==> src/rtl/cam_pkg.sv <==
// Shared definitions for the CAM host-command front end: opcodes, FSM states,
// status bit positions and default field widths.
package cam_pkg;

  localparam int KEY_W_DEF  = 8;
  localparam int VAL_W_DEF  = 8;
  localparam int ADDR_W_DEF = 3;

  // Opcode carried in header byte bits [7:6]
  typedef enum logic [1:0] {
    OP_NOP    = 2'b00,
    OP_WRITE  = 2'b01,
    OP_SEARCH = 2'b10,
    OP_CLEAR  = 2'b11
  } cam_op_e;

  // Command assembly / issue state machine
  typedef enum logic [2:0] {
    ST_IDLE,
    ST_GET_KEY,
    ST_GET_VAL,
    ST_ISSUE,
    ST_WAIT_RSP
  } fe_state_e;

  // Bit positions inside the status byte; [2:0] carry the entry index
  localparam int STAT_BUSY = 7;
  localparam int STAT_HIT  = 6;
  localparam int STAT_ERR  = 5;
  localparam int STAT_TOUT = 4;
  localparam int STAT_DONE = 3;

endpackage

==> src/rtl/cam_strobe_sync.sv <==
// Toggle-strobe receiver: brings the asynchronous host strobe into clk with a
// two-flop synchronizer, detects either edge, and captures the host byte,
// presenting it with a one-cycle byte_stb pulse.
module cam_strobe_sync (
  input  logic       clk,
  input  logic       rst,
  input  logic [7:0] pin_data,
  input  logic       pin_strobe,
  output logic       byte_stb,
  output logic [7:0] byte_data
);

  logic sync1;
  logic sync2;
  logic prev;
  logic strobe_edge;

  // Two-flop synchronizer followed by the previous-value flop for edge detection
  always_ff @(posedge clk or posedge rst) begin
    if (rst) begin
      sync1 <= 1'b0;
      sync2 <= 1'b0;
      prev  <= 1'b0;
    end else begin
      sync1 <= pin_strobe;
      sync2 <= sync1;
      prev  <= sync2;
    end
  end

  // Any change of the synchronized level is one host byte
  assign strobe_edge = sync2 ^ prev;

  // Capture the byte on the detected edge and raise a single-cycle pulse with it
  always_ff @(posedge clk or posedge rst) begin
    if (rst) begin
      byte_stb  <= 1'b0;
      byte_data <= 8'h00;
    end else begin
      byte_stb <= strobe_edge;
      if (strobe_edge) begin
        byte_data <= pin_data;
      end
    end
  end

endmodule

==> src/rtl/cam_cmd_frontend.sv <==
// Host-command front end for the CAM core. Assembles WRITE/SEARCH/CLEAR
// commands from strobed host bytes, issues them over valid/ready and latches
// the CAM response into the status/result pins.
// Optional response watchdog: define CAM_CMD_TIMEOUT_EN.
module cam_cmd_frontend
  import cam_pkg::*;
#(
  parameter int KEY_W       = KEY_W_DEF,
  parameter int VAL_W       = VAL_W_DEF,
  parameter int ADDR_W      = ADDR_W_DEF,
  parameter int TIMEOUT_CYC = 255
) (
  input  logic              clk,
  input  logic              rst,
  input  logic [7:0]        pin_data,
  input  logic              pin_strobe,
  output logic              cam_valid,
  input  logic              cam_ready,
  output logic [1:0]        cam_op,
  output logic [ADDR_W-1:0] cam_addr,
  output logic [KEY_W-1:0]  cam_key,
  output logic [VAL_W-1:0]  cam_value,
  input  logic              rsp_valid,
  input  logic              rsp_hit,
  input  logic [ADDR_W-1:0] rsp_index,
  input  logic [VAL_W-1:0]  rsp_value,
  output logic [7:0]        status,
  output logic [VAL_W-1:0]  result
);

  // Last WAIT_RSP cycle count before the watchdog fires (counter starts at 0)
  localparam logic [7:0] TMO_LAST = 8'(TIMEOUT_CYC - 1);

  logic        byte_stb;
  logic [7:0]  byte_data;
  cam_op_e     hdr_op;

  fe_state_e   state_reg;
  fe_state_e   state_next;

  cam_op_e           op_reg;
  logic [ADDR_W-1:0] addr_reg;
  logic [KEY_W-1:0]  key_reg;
  logic [VAL_W-1:0]  value_reg;
  logic              hit_reg;
  logic              err_reg;
  logic              tout_reg;
  logic              done_reg;
  logic [ADDR_W-1:0] index_reg;
  logic [VAL_W-1:0]  result_reg;

  logic hdr_accept;
  logic key_load;
  logic val_load;
  logic rsp_take;
  logic tmo_fire;
  logic tmo_limit;
  logic busy;
  logic drop_byte;

  cam_strobe_sync u_strobe_sync (
    .clk        (clk),
    .rst        (rst),
    .pin_data   (pin_data),
    .pin_strobe (pin_strobe),
    .byte_stb   (byte_stb),
    .byte_data  (byte_data)
  );

  assign hdr_op    = cam_op_e'(byte_data[7:6]);
  assign busy      = (state_reg == ST_ISSUE) || (state_reg == ST_WAIT_RSP);
  // Bytes arriving while a command is in flight cannot be used
  assign drop_byte = byte_stb && busy;

`ifdef CAM_CMD_TIMEOUT_EN
  logic [7:0] tmo_cnt_reg;

  // Watchdog counts cycles spent in WAIT_RSP; held at zero everywhere else
  always_ff @(posedge clk or posedge rst) begin
    if (rst) begin
      tmo_cnt_reg <= 8'd0;
    end else if (state_reg == ST_WAIT_RSP) begin
      tmo_cnt_reg <= tmo_cnt_reg + 8'd1;
    end else begin
      tmo_cnt_reg <= 8'd0;
    end
  end

  assign tmo_limit = (tmo_cnt_reg == TMO_LAST);
`else
  logic unused_tmo_cfg;
  assign unused_tmo_cfg = ^TMO_LAST;
  assign tmo_limit      = 1'b0;
`endif

  // State register
  always_ff @(posedge clk or posedge rst) begin
    if (rst) begin
      state_reg <= ST_IDLE;
    end else begin
      state_reg <= state_next;
    end
  end

  // Next-state logic and single-cycle datapath strobes
  always_comb begin
    state_next = state_reg;
    hdr_accept = 1'b0;
    key_load   = 1'b0;
    val_load   = 1'b0;
    rsp_take   = 1'b0;
    tmo_fire   = 1'b0;
    case (state_reg)
      ST_IDLE: begin
        if (byte_stb && (hdr_op != OP_NOP)) begin
          hdr_accept = 1'b1;
          state_next = (hdr_op == OP_CLEAR) ? ST_ISSUE : ST_GET_KEY;
        end
      end
      ST_GET_KEY: begin
        if (byte_stb) begin
          key_load   = 1'b1;
          state_next = (op_reg == OP_WRITE) ? ST_GET_VAL : ST_ISSUE;
        end
      end
      ST_GET_VAL: begin
        if (byte_stb) begin
          val_load   = 1'b1;
          state_next = ST_ISSUE;
        end
      end
      ST_ISSUE: begin
        // cam_valid is high throughout ISSUE, so ready alone completes the handshake
        if (cam_ready) begin
          state_next = ST_WAIT_RSP;
        end
      end
      ST_WAIT_RSP: begin
        // A response arriving in the watchdog's last cycle still wins
        if (rsp_valid) begin
          rsp_take   = 1'b1;
          state_next = ST_IDLE;
        end else if (tmo_limit) begin
          tmo_fire   = 1'b1;
          state_next = ST_IDLE;
        end
      end
      default: begin
        state_next = ST_IDLE;
      end
    endcase
  end

  // Command fields, sticky status flags and the result byte
  always_ff @(posedge clk or posedge rst) begin
    if (rst) begin
      op_reg     <= OP_NOP;
      addr_reg   <= '0;
      key_reg    <= '0;
      value_reg  <= '0;
      hit_reg    <= 1'b0;
      err_reg    <= 1'b0;
      tout_reg   <= 1'b0;
      done_reg   <= 1'b0;
      index_reg  <= '0;
      result_reg <= '0;
    end else begin
      if (hdr_accept) begin
        op_reg    <= hdr_op;
        // Only WRITE targets an entry; other ops present address 0
        addr_reg  <= (hdr_op == OP_WRITE) ? byte_data[ADDR_W-1:0] : '0;
        key_reg   <= '0;
        value_reg <= '0;
        err_reg   <= 1'b0;
        tout_reg  <= 1'b0;
        done_reg  <= 1'b0;
      end
      if (key_load) begin
        key_reg <= byte_data[KEY_W-1:0];
      end
      if (val_load) begin
        value_reg <= byte_data[VAL_W-1:0];
      end
      if (drop_byte) begin
        err_reg <= 1'b1;
      end
      if (rsp_take) begin
        done_reg <= 1'b1;
        if (op_reg == OP_SEARCH) begin
          hit_reg    <= rsp_hit;
          index_reg  <= rsp_index;
          result_reg <= rsp_hit ? rsp_value : '0;
        end else begin
          hit_reg   <= 1'b0;
          index_reg <= addr_reg;
        end
      end
      if (tmo_fire) begin
        tout_reg  <= 1'b1;
        err_reg   <= 1'b1;
        done_reg  <= 1'b1;
        hit_reg   <= 1'b0;
        index_reg <= '0;
      end
    end
  end

  assign cam_valid = (state_reg == ST_ISSUE);
  assign cam_op    = op_reg;
  assign cam_addr  = addr_reg;
  assign cam_key   = key_reg;
  assign cam_value = value_reg;
  assign status    = {busy, hit_reg, err_reg, tout_reg, done_reg, index_reg};
  assign result    = result_reg;

endmodule
==> config.mk <==
export PLATFORM = sky130hd
export DESIGN_NAME = cam_cmd_frontend
export DESIGN_NICKNAME = d
export VERILOG_FILES = /design/src/rtl/cam_pkg.sv /design/src/rtl/cam_strobe_sync.sv /design/src/rtl/cam_cmd_frontend.sv
export SDC_FILE = /design/constraint.sdc
export NUM_CORES = 1
export LEC_CHECK = 0
export ABC_AREA = 0
export BUFFER_PORTS_ARGS = -buffer_cell sky130_fd_sc_hd__buf_2
export CAP_MARGIN = 20
export CORE_UTILIZATION = 51
export CTS_CLUSTER_DIAMETER = 120
export DETAILED_ROUTE_END_ITERATION = 8
export PLACE_DENSITY_LB_ADDON = 0.2
export SYNTH_ARGS = -nofsm -noshare
export SYNTH_HDL_FRONTEND = slang
export SYNTH_SLANG_ARGS = --single-unit
==> constraint.sdc <==
create_clock -name clk -period 1.8 [get_ports clk]
set_clock_uncertainty 0.1 [all_clocks]
set_input_delay 0.27 -clock clk [delete_from_list [all_inputs] [get_ports clk]]
set_output_delay 0.27 -clock clk [all_outputs]
set_load 0.01 [all_outputs]
**After elaboration in Yosys (flattened, before gate mapping)**

Cells that the tools add are included.

- Register bits after elaboration: 50
- Bits of input ports: 25
- Output and inout port bits: 38
- Logic and storage cells: 65

- Eq/ne operators: 13
- Muxes and demuxes: 25
- Bitwise operators: 1
- Reduce and logical (&&, ||, !) cells: 11

Operators with widths:

| kind | number |
|---|---|
| $mux 8 | 4 |
| $mux 3 | 7 |
| $pmux 3 s5 | 1 |
| $mux 1 | 12 |
| $reduce_bool 2->1 | 5 |
| $eq 3x2->1 const B | 2 |
| $ne 2x1->1 const B | 3 |
| $reduce_and 5->1 | 1 |
| $eq 2x1->1 const B | 2 |
| $eq 2x2->1 const B | 2 |
| $ne 2x2->1 const B | 2 |
| $eq 3x1->1 const B | 1 |
| $eq 3x3->1 const B | 1 |
| $logic_not 3->1 | 1 |
| $logic_and 1x1->1 | 2 |
| $mux 2 | 1 |
| $reduce_and 2->1 | 1 |
| $logic_or 1x1->1 | 1 |
| $xor 1x1->1 | 1 |

**Longest topological paths before layout**

Gate-level depths: netlist (run 1).

- Depth after elaboration: 6
- Gate-level depth with buffers: 5
- Gate-level depth less buffers: 3

**By module**

A second synthesis (run 1) with hierarchy kept.

- Cells, all modules: 204
- Area, all modules: 2,155.8 um^2

Modules (own cells, without submodules):

| module | instances | cells each | area an instance (um^2) | seq. area each (um^2) |
|---|---|---|---|---|
| cam_cmd_frontend | 1 | 182 | 1,734.2 | 950.9 |
| cam_strobe_sync | 1 | 22 | 421.7 | 300.3 |

**Least setup slack after synthesis (run 1)**

Ideal clock, no wire load.

- Path type: register -> register
- Start: register state_reg[0]
- End: register op_reg[0] (netlist: cam_op[0])
- Setup time: 0.125 ns
- Arrival: 1.349 ns
- Data required time: 1.575 ns
- Setup slack: 0.227 ns
- Cell stages (with the launch flop): 4
- Buffers on the path: 0
- Period minus slack after synthesis: 1.573 ns
- Cells stage by stage: dfrtp_1 or2_4 nor4b_4 mux2_2

- Longest elaborated chain between the ends: 2

Ends and longest elaborated chain:

| item | line | RTL |
|---|---|---|
| start, declared | cam_cmd_frontend.sv:38 | `fe_state_e state_reg;` |
| start signal, assigned | cam_cmd_frontend.sv:101 | `state_reg <= state_next;` |
| $logic_not 3->1 | cam_cmd_frontend.sv:113 | `case (state_reg)` |
| $mux 1 | cam_cmd_frontend.sv:113 |  |
| end signal, assigned | cam_cmd_frontend.sv:169 | `op_reg <= hdr_op;` |
| end, declared | cam_cmd_frontend.sv:41 | `cam_op_e op_reg;` |

No other way between the ends.
A chain may end at the register's enable or synchronous reset.

**Worst setup path after layout (run 1)**

- Start: register state_reg[1]
- End: output status[7]

- Longest elaborated chain between the ends: 2
- Elaborated cells on any way between the ends: 3
- Classes of those cells: eq/ne: 2; reduce/logical: 1

Ends and longest elaborated chain:

| item | line | RTL |
|---|---|---|
| $eq 3x2->1 or $eq 3x3->1 (tied branches) | cam_cmd_frontend.sv:71 | `assign busy = (state_reg == ST_ISSUE) \|\| (state_reg == ST_WAIT_RSP);` |
| $logic_or 1x1->1 * | cam_cmd_frontend.sv:71 |  |
| end, declared | cam_cmd_frontend.sv:27 | `output logic [7:0] status,` |

Every way passes the cells marked *; elsewhere a longest branch is shown, timed or not.

==> results of run 1 <==
==> repair_timing <==
| item | in CTS | in global routing |
|---|---|---|
| gates cloned | 0 | 0 |
| hold buffers | 2 | 0 |
| hold endpoints to repair | 17 | 0 |
| endpoints found under the setup margin | 1 | 1 |
| gates resized for setup | 1 | 2 |
==> kinds of logic after synthesis <==
group,synth area share [%]
xor gates and xnor gates,0.397
and+or+nand+nor,15.7
DFF,56.7
other,0.170
muxes,8.74
AOI/OAI and AO/OA,12.0
buffers and inverters,6.30
==> worst min-delay path by stage <==
stage | startpoint | endpoint | slack (ns) | cells past startpoint
final | cam_ready | state_reg[2]$_DFFE_PP0P_ | 0.09 | 2
after detailed placement | rst | index_reg[0]$_DFFE_PP0P_ | 0.17 | 2
after floorplan | pin_strobe | u_strobe_sync.sync1$_DFF_PP0_ | 0.20 | 0
after CTS | cam_ready | state_reg[2]$_DFFE_PP0P_ | 0.08 | 2
after global placement | rst | index_reg[0]$_DFFE_PP0P_ | 0.17 | 2
after global routing | cam_ready | state_reg[2]$_DFFE_PP0P_ | 0.09 | 2
==> power by group <==
group | leakage [nW] | internal [W] | switching (W)
registers | 0.636 | 0.00148 | 0.000236
logic | 0.653 | 0.000708 | 0.000825
clock network | 0.0482 | 0.000310 | 0.000351
==> cell type report <==
class	count	area share, %
clock buffer	7	3.22
clock inverter	1	0.187
sequential	50	46.7
tap	50	2.33
inverter	7	0.980
timing repair buffer	75	16.1
multi-input combinational	134	30.5
==> stage by stage <==
| stage | hold slack (ns) | cell area, um^2 | std cells | total power [W] |
|---|---|---|---|---|
| 2_1_floorplan | 0.201 | 2210 | 210 | 0.00276 |
| 3_3_place_gp | 0.169 | 2560 | 314 | 0.00323 |
| 3_5_place_dp | 0.169 | 2560 | 314 | 0.00327 |
| 4_1_cts | 0.0848 | 2680 | 324 | 0.00393 |
| 5_1_grt | 0.0881 | 2680 | 324 | 0.00419 |
| 6_report | 0.0860 | 2680 | 324 | 0.00391 |
==> placed cells by master (no fill, tap or decap), types with 2 or more instances in the layout <==
cell                            Yosys  routed
sky130_fd_sc_hd__nand2_1           48      48
sky130_fd_sc_hd__clkbuf_8           0       6
sky130_fd_sc_hd__dlygate4sd3_1      0       2
sky130_fd_sc_hd__mux2_2            10      10
sky130_fd_sc_hd__o21ai_0           34      34
sky130_fd_sc_hd__nor2b_1            3       3
sky130_fd_sc_hd__nand4bb_1          3       3
sky130_fd_sc_hd__nor2_1             2       2
sky130_fd_sc_hd__a21o_1             2       2
sky130_fd_sc_hd__a211oi_1           2       2
sky130_fd_sc_hd__dfrtp_1           50      49
sky130_fd_sc_hd__mux2i_1            8       8
sky130_fd_sc_hd__o21a_1             2       2
sky130_fd_sc_hd__nor4bb_1           2       2
sky130_fd_sc_hd__o21ai_1            4       4
sky130_fd_sc_hd__inv_1              7       6
sky130_fd_sc_hd__buf_2              3      61
sky130_fd_sc_hd__buf_4              8      10
==> critical path: cells and delay by family (launching register included) <==
family          cells  cell delay [ns]
flops               1             0.38
simple gates        1             0.22
buf+inv             2             0.32
compound gates      1             0.16
==> per-layer routing <==
layer,vias to the layer above,share of wire (%),global-route usage (%)
met4,0,1.3,7.98
met3,8,5.3,5.07
met1,789,50,30.3
met5,-,0,0
li1,826,-,-
met2,48,43,30.1
==> metrics.txt, run 1 <==
# TYPE chip_impl_metric gauge
chip_impl_metric{name="fill_cells",unit=""} 329
chip_impl_info{name="ys_dominant_reg_cell",value="sky130_fd_sc_hd__dfrtp_1"} 1
chip_impl_info{name="yosys.cell_count.top_type",value="sky130_fd_sc_hd__dfrtp_1"} 1
chip_impl_metric{name="nets",unit=""} 298
chip_impl_info{name="synth_common_cells",value="sky130_fd_sc_hd__dfrtp_1, sky130_fd_sc_hd__nand2_1, sky130_fd_sc_hd__o21ai_0"} 1
chip_impl_info{name="timing.rr.end",value="cam_addr[0]$_DFFE_PP0P_"} 1
chip_impl_metric{name="worst_skew_pair.late_latency",unit="ns"} 0.30
chip_impl_info{name="holdCritPathClass",value="input port to flop"} 1
chip_impl_metric{name="post_route_cells_drive_above_1_share",unit="%"} 35.0
chip_impl_metric{name="die-width",unit="um"} 67.8
chip_impl_metric{name="final_util",unit="%"} 65.6
chip_impl_metric{name="r2r_slack",unit="ns"} 0.17
chip_impl_metric{name="areaGrowthSynthToFinish",unit="%"} 21.6
chip_impl_metric{name="worst-path-max-fanout",unit=""} 12
chip_impl_metric{name="clkSinkCount",unit=""} 50
chip_impl_info{name="rsz_0062_raised_after_global_routing",value="false"} 1
chip_impl_metric{name="wl_per_cell",unit="um"} 13.6
chip_impl_metric{name="port_buffers",unit=""} 61
chip_impl_metric{name="synth_enable_flop_cells",unit=""} 0
chip_impl_metric{name="syn_avg_cell_area",unit="um^2"} 10.5
chip_impl_metric{name="vias_per_cell",unit=""} 5.16
chip_impl_info{name="critical_path.cell_chain",value="buf_4, and3b_2, a21o_1, buf_2"} 1
chip_impl_info{name="synthDominantAreaCellType",value="sky130_fd_sc_hd__dfrtp_1"} 1
chip_impl_info{name="timing.critical_path.from",value="state_reg[1]$_DFFE_PP0P_"} 1
chip_impl_info{name="result_of_the_run",value="complete, no violations"} 1
chip_impl_metric{name="yosysWarningCount",unit=""} 0
chip_impl_metric{name="synth_cell_type_count",unit=""} 33
chip_impl_metric{name="final.setup.tns",unit="ns"} 0
chip_impl_metric{name="vdd_ir_drop_max",unit="mV"} 0.757
chip_impl_metric{name="grt_util_overall",unit="%"} 20.9
chip_impl_metric{name="cpPeakStageDelay",unit="ns"} 0.38
chip_impl_metric{name="pwr_dens",unit="mW/mm^2"} 1460
chip_impl_metric{name="final.period_utilization",unit="%"} 97.2
chip_impl_metric{name="synth_nets",unit=""} 235
chip_impl_metric{name="diodes_inserted",unit=""} 0
chip_impl_metric{name="dr.first_iter.drc_count",unit=""} 77
chip_impl_metric{name="postCtsSetupBuffers",unit=""} 0
chip_impl_metric{name="grt_first_pass_wirelength",unit="um"} 7020
chip_impl_metric{name="globalRouteOverflowTotal",unit=""} 0
chip_impl_metric{name="setup_viol",unit=""} 0
chip_impl_metric{name="syn-instance-count",unit=""} 210
chip_impl_metric{name="num_vias",unit=""} 1671
chip_impl_info{name="cp-end-kind",value="primary output"} 1
chip_impl_metric{name="reg2reg_depth",unit=""} 4
chip_impl_metric{name="synth.cell_area",unit="mm^2"} 0.00221
chip_impl_metric{name="die_h",unit="um"} 67.8
chip_impl_metric{name="worst_slack",unit="ns"} 0.0496
chip_impl_metric{name="rows",unit=""} 23
chip_impl_info{name="clock_tree.root_cell",value="sky130_fd_sc_hd__clkbuf_8"} 1
chip_impl_metric{name="grt_pass1_vias",unit=""} 1478
chip_impl_info{name="regToRegStartpoint",value="state_reg[1]$_DFFE_PP0P_"} 1
chip_impl_metric{name="num_io_pins",unit=""} 63
chip_impl_metric{name="dp_worst_setup_slack",unit="ns"} 0.226
chip_impl_metric{name="layout.area.seq",unit="mm^2"} 0.00125
chip_impl_metric{name="achievable-frequency",unit="MHz"} 571
chip_impl_metric{name="cts-buffers-inserted",unit=""} 5
chip_impl_metric{name="drt.antenna.violating_nets",unit=""} 0
chip_impl_metric{name="report.final.hold_viol_count",unit=""} 0
chip_impl_metric{name="finalWirelength",unit="um"} 4390
chip_impl_metric{name="synth.top_cell.area_share",unit="%"} 56.7
chip_impl_info{name="cpMaxStageDelayCell",value="sky130_fd_sc_hd__dfrtp_1"} 1
chip_impl_metric{name="cts_htree_levels",unit=""} 2
chip_impl_metric{name="power.static_leakage",unit="nW"} 1.34
chip_impl_metric{name="crit_arrival",unit="ns"} 1.38
chip_impl_metric{name="antenna_found_initial",unit=""} 0
chip_impl_metric{name="post-dp-hpwl",unit="um"} 3100
chip_impl_info{name="worstSetupPathType",value="flop to primary output"} 1
chip_impl_metric{name="post_synthesis_register_bit_count",unit=""} 50
chip_impl_metric{name="multi_input_comb_area",unit="um^2"} 817
chip_impl_metric{name="grt_start_max_net_pins",unit=""} 35
chip_impl_info{name="tritoncts",value="done"} 1
chip_impl_metric{name="drv.max_cap_violation_count",unit=""} 0
chip_impl_info{name="worstSetupEndpoint",value="status[7]"} 1
chip_impl_metric{name="period_minus_slack",unit="ns"} 1.75
chip_impl_metric{name="gpl.final_weighted_congestion",unit=""} 0.762
chip_impl_info{name="cp-start-kind",value="flop"} 1
chip_impl_metric{name="initial_utilization",unit="%"} 54.0
chip_impl_metric{name="design.die.area",unit="mm^2"} 0.00459
chip_impl_metric{name="critPathRequiredTime",unit="ns"} 1.43
chip_impl_info{name="most_area_consuming_cells_after_synthesis",value="sky130_fd_sc_hd__dfrtp_1, sky130_fd_sc_hd__nand2_1, sky130_fd_sc_hd__o21ai_0"} 1
chip_impl_metric{name="detail_route.drc_violations",unit=""} 0
chip_impl_metric{name="ys_seq_area_share",unit="%"} 56.7
chip_impl_metric{name="clk_transition_reported_paths",unit="ns"} 0.08
chip_impl_metric{name="placeableCoreArea",unit="mm^2"} 0.00409
chip_impl_metric{name="postSynth.asyncResetShare",unit="%"} 100
chip_impl_metric{name="max-clock-path-buffers",unit=""} 2
chip_impl_metric{name="iteration_count_of_the_initial_detailed_routing_pass",unit=""} 4
chip_impl_metric{name="timing_max_transition_violations_final",unit=""} 0
Power figures use the tool's default switching activity.
==> run 2, diff against run 1 <==
--- a/config.mk
+++ b/config.mk
@@ -5,12 +5,13 @@
 export SDC_FILE = /design/constraint.sdc
 export NUM_CORES = 1
 export LEC_CHECK = 0
-export ABC_AREA = 0
+export ABC_AREA = 1
 export BUFFER_PORTS_ARGS = -buffer_cell sky130_fd_sc_hd__buf_2
 export CAP_MARGIN = 20
 export CORE_UTILIZATION = 51
 export CTS_CLUSTER_DIAMETER = 120
 export DETAILED_ROUTE_END_ITERATION = 8
+export MAX_ROUTING_LAYER = met4
 export PLACE_DENSITY_LB_ADDON = 0.2
 export SYNTH_ARGS = -nofsm -noshare
 export SYNTH_HDL_FRONTEND = slang
==> metrics.txt, run 2 <==
# TYPE chip_impl_metric gauge
chip_impl_info{name="result_of_the_run",value="complete, no violations"} 1
chip_impl_metric{name="synth_cell_type_count",unit=""} 24
chip_impl_metric{name="iteration_count_of_the_initial_detailed_routing_pass",unit=""} 4
chip_impl_metric{name="num_vias",unit=""} 1758
chip_impl_metric{name="dr.first_iter.drc_count",unit=""} 150
chip_impl_info{name="holdCritPathClass",value="input port to flop"} 1
chip_impl_metric{name="wl_per_cell",unit="um"} 12.6
chip_impl_metric{name="setup_viol",unit=""} 0
chip_impl_metric{name="drv.max_cap_violation_count",unit=""} 0
chip_impl_metric{name="cts_htree_levels",unit=""} 2
chip_impl_metric{name="design.die.area",unit="mm^2"} 0.00451
chip_impl_metric{name="max-clock-path-buffers",unit=""} 2
chip_impl_metric{name="crit_arrival",unit="ns"} 1.32
chip_impl_metric{name="cts-buffers-inserted",unit=""} 5
chip_impl_metric{name="area_fraction_in_compound_gates_after_synthesis",unit="%"} 11.6
chip_impl_metric{name="worstPathBufferInverterCount",unit=""} 1
chip_impl_metric{name="diodes_inserted",unit=""} 0
chip_impl_metric{name="post-dp-hpwl",unit="um"} 3010
chip_impl_metric{name="fill_cells",unit=""} 354
chip_impl_info{name="final_cell_mix",value="sky130_fd_sc_hd__buf_2, sky130_fd_sc_hd__nand2_1, sky130_fd_sc_hd__dfrtp_1"} 1
chip_impl_metric{name="synthXorXnorAreaFrac",unit="%"} 0.405
chip_impl_info{name="synth_common_cells",value="sky130_fd_sc_hd__nand2_1, sky130_fd_sc_hd__dfrtp_1, sky130_fd_sc_hd__nand3_1"} 1
chip_impl_info{name="synthDominantAreaCellType",value="sky130_fd_sc_hd__dfrtp_1"} 1
chip_impl_metric{name="layout.area.seq",unit="mm^2"} 0.00125
chip_impl_metric{name="placeableCoreArea",unit="mm^2"} 0.00403
chip_impl_info{name="ys_dominant_reg_cell",value="sky130_fd_sc_hd__dfrtp_1"} 1
chip_impl_metric{name="initial_utilization",unit="%"} 53.7
chip_impl_metric{name="post_synthesis_register_bit_count",unit=""} 50
chip_impl_info{name="critical_path.cell_chain",value="nand2_1, o21ai_0, buf_2"} 1
chip_impl_metric{name="number_of_cells_on_the_critical_path",unit=""} 3
chip_impl_metric{name="vias_per_cell",unit=""} 5.13
chip_impl_metric{name="clk_transition_reported_paths",unit="ns"} 0.08
chip_impl_metric{name="achievable-frequency",unit="MHz"} 592
chip_impl_metric{name="die-width",unit="um"} 67.1
chip_impl_metric{name="syn-instance-count",unit=""} 231
chip_impl_metric{name="synth_mux_area_share",unit="%"} 0
chip_impl_metric{name="timing_max_transition_violations_final",unit=""} 0
chip_impl_metric{name="reg2reg_depth",unit=""} 6
chip_impl_metric{name="synth-simple-area-share",unit="%"} 21.3
chip_impl_info{name="cp-end-kind",value="primary output"} 1
chip_impl_metric{name="num_io_pins",unit=""} 63
chip_impl_metric{name="nets",unit=""} 318
chip_impl_metric{name="port_buffers",unit=""} 61
chip_impl_metric{name="gpl.final_weighted_congestion",unit=""} 0.830
chip_impl_metric{name="rows",unit=""} 23
chip_impl_metric{name="grt_first_pass_wirelength",unit="um"} 6970
chip_impl_info{name="clock_tree.root_cell",value="sky130_fd_sc_hd__clkbuf_8"} 1
chip_impl_metric{name="worst_skew_pair.late_latency",unit="ns"} 0.29
chip_impl_info{name="cp-start-kind",value="flop"} 1
chip_impl_metric{name="critPathRequiredTime",unit="ns"} 1.43
chip_impl_metric{name="power.static_leakage",unit="nW"} 1.40
chip_impl_metric{name="period_minus_slack",unit="ns"} 1.69
chip_impl_metric{name="postSynth.asyncResetShare",unit="%"} 100
chip_impl_metric{name="syn_avg_cell_area",unit="um^2"} 9.37
chip_impl_metric{name="detail_route.drc_violations",unit=""} 0
chip_impl_metric{name="final.setup.tns",unit="ns"} 0
chip_impl_info{name="most_area_consuming_cells_after_synthesis",value="sky130_fd_sc_hd__dfrtp_1, sky130_fd_sc_hd__nand2_1, sky130_fd_sc_hd__nand3_1"} 1
chip_impl_metric{name="pwr_dens",unit="mW/mm^2"} 1570
chip_impl_info{name="worstSetupPathType",value="flop to primary output"} 1
chip_impl_metric{name="post_route_cells_drive_above_1_share",unit="%"} 30.4
chip_impl_metric{name="areaGrowthSynthToFinish",unit="%"} 19.2
chip_impl_metric{name="yosysWarningCount",unit=""} 0
chip_impl_info{name="yosys.cell_count.top_type",value="sky130_fd_sc_hd__nand2_1"} 1
chip_impl_info{name="largest_family_of_logic_cells_by_synthesized_area",value="simple AND/OR/NAND/NOR gates"} 1
chip_impl_metric{name="synth_nets",unit=""} 256
chip_impl_info{name="rsz_0062_raised_after_global_routing",value="false"} 1
chip_impl_metric{name="cpPeakStageDelay",unit="ns"} 0.50
chip_impl_metric{name="hold_path_depth",unit=""} 3
chip_impl_metric{name="antenna_found_initial",unit=""} 0
chip_impl_metric{name="grt_util_overall",unit="%"} 21.4
chip_impl_metric{name="design_area",unit="mm^2"} 0.00258
chip_impl_metric{name="multi_input_comb_area",unit="um^2"} 726
chip_impl_metric{name="synth_fa_ha_area_share",unit="%"} 0
chip_impl_metric{name="finalWirelength",unit="um"} 4330
chip_impl_metric{name="die_h",unit="um"} 67.1
chip_impl_metric{name="postPlaceCellArea",unit="mm^2"} 0.00246
chip_impl_metric{name="report.final.hold_viol_count",unit=""} 0
chip_impl_metric{name="ys_seq_area_share",unit="%"} 57.8
chip_impl_metric{name="clkSinkCount",unit=""} 50
chip_impl_metric{name="synth.top_cell.area_share",unit="%"} 57.8
chip_impl_metric{name="power.total",unit="W"} 0.00404
chip_impl_metric{name="globalRouteOverflowTotal",unit=""} 0
chip_impl_metric{name="synth.cell_area",unit="mm^2"} 0.00216
chip_impl_info{name="cpMaxStageDelayCell",value="sky130_fd_sc_hd__dfrtp_1"} 1
chip_impl_info{name="tritoncts",value="done"} 1
chip_impl_metric{name="grt_start_max_net_pins",unit=""} 51
chip_impl_metric{name="vdd_ir_drop_max",unit="mV"} 0.875
chip_impl_metric{name="worst-path-max-fanout",unit=""} 7
chip_impl_metric{name="drt.antenna.violating_nets",unit=""} 0
chip_impl_info{name="layout_commonest_cell",value="sky130_fd_sc_hd__buf_2"} 1
chip_impl_info{name="path_delay_family",value="flip-flops"} 1
chip_impl_metric{name="final.period_utilization",unit="%"} 93.9
chip_impl_metric{name="synth_enable_flop_cells",unit=""} 0
chip_impl_metric{name="grt_pass1_vias",unit=""} 1478
run 2: cell types whose count changed after synthesis, sizes merged, moves of 4 or more:
cell | before | now
nand3 | 0 | 29
inv | 7 | 22
mux2 | 10 | 0
nor2 | 2 | 12
mux2i | 8 | 0
nand2 | 48 | 54
o21ai | 38 | 44
clkbuf | 5 | 1
run 2: cells by family after synthesis:
| logic type | count (synthesis) |
|---|---|
| AO/OA/AOI/OAI | 48 |
| XOR/XNOR | 1 |
| buffers and inverters | 35 |
| flip-flops | 50 |
| other | 1 |
| AND/OR/NAND/NOR | 96 |
run 2: path summary, 6_finish.rpt:
path,start,to,slack [ns]
max,state_reg[0]$_DFFE_PP0P_,status[7],0.11
min,rsp_value[6],result[6]$_DFFE_PP0P_,0.08
max reg2reg,state_reg[0]$_DFFE_PP0P_,result[5]$_DFFE_PP0P_,0.27
min reg2reg,u_strobe_sync.sync1$_DFF_PP0_,u_strobe_sync.sync2$_DFF_PP0_,0.25
max in group asynchronous,rst,state_reg[1]$_DFFE_PP0P_,0.90
min in group asynchronous,rst,cam_key[6]$_DFFE_PP0P_,0.46
run 2: layer usage:
layer  GRT usage, %  part of all wire [%]  up-vias
met4           5.85                  0.92        0
met3           4.73                   6.5        5
met5              -                     0        -
met1           30.7                    47      811
met2           30.8                    46       67
li1               -                     -      875
run 2: layout make-up:
type,instances,area share (%)
clock buffers,6,2.81
clock inverters,1,0.291
inverters,22,3.20
multi-input cells,146,28.1
flip-flops and latches,50,48.6
well taps,50,2.43
repair buffers,68,14.6
run 2: worst min-delay path, cell delays in order:
cell and delay [ns]:
sky130_fd_sc_hd__buf_2 0.08, sky130_fd_sc_hd__nand2_1 0.04, sky130_fd_sc_hd__nand2_1 0.05
run 2: power by group:
part           total (W)  leakage [nW]  internal [W]  switching [W]
Combinational    0.00161         0.719      0.000650       0.000955
Clock           0.000606        0.0373      0.000267       0.000339
Sequential       0.00183         0.645       0.00153       0.000299
run 2: through the flow:
step | worst slack [ns] | std cells | util (%) | hold WS (ns)
after global placement | 0.326 | 332 | 61.1 | 0.228
after detailed placement | 0.309 | 332 | 61.1 | 0.234
after CTS | 0.0365 | 341 | 63.6 | 0.0706
after floorplan | 0.229 | 231 | - | 0.201
final | 0.110 | 343 | 64.0 | 0.0775
after global routing | 0.00247 | 343 | 64.0 | 0.0671
run 2: what timing repair did:
action | 4_1_cts | 5_1_grt
hold buffers | 2 | 0
endpoints found under the hold margin | 51 | 0
endpoints found under the setup margin | 0 | 1
buffers inserted | 0 | 2
resized for setup | 0 | 1
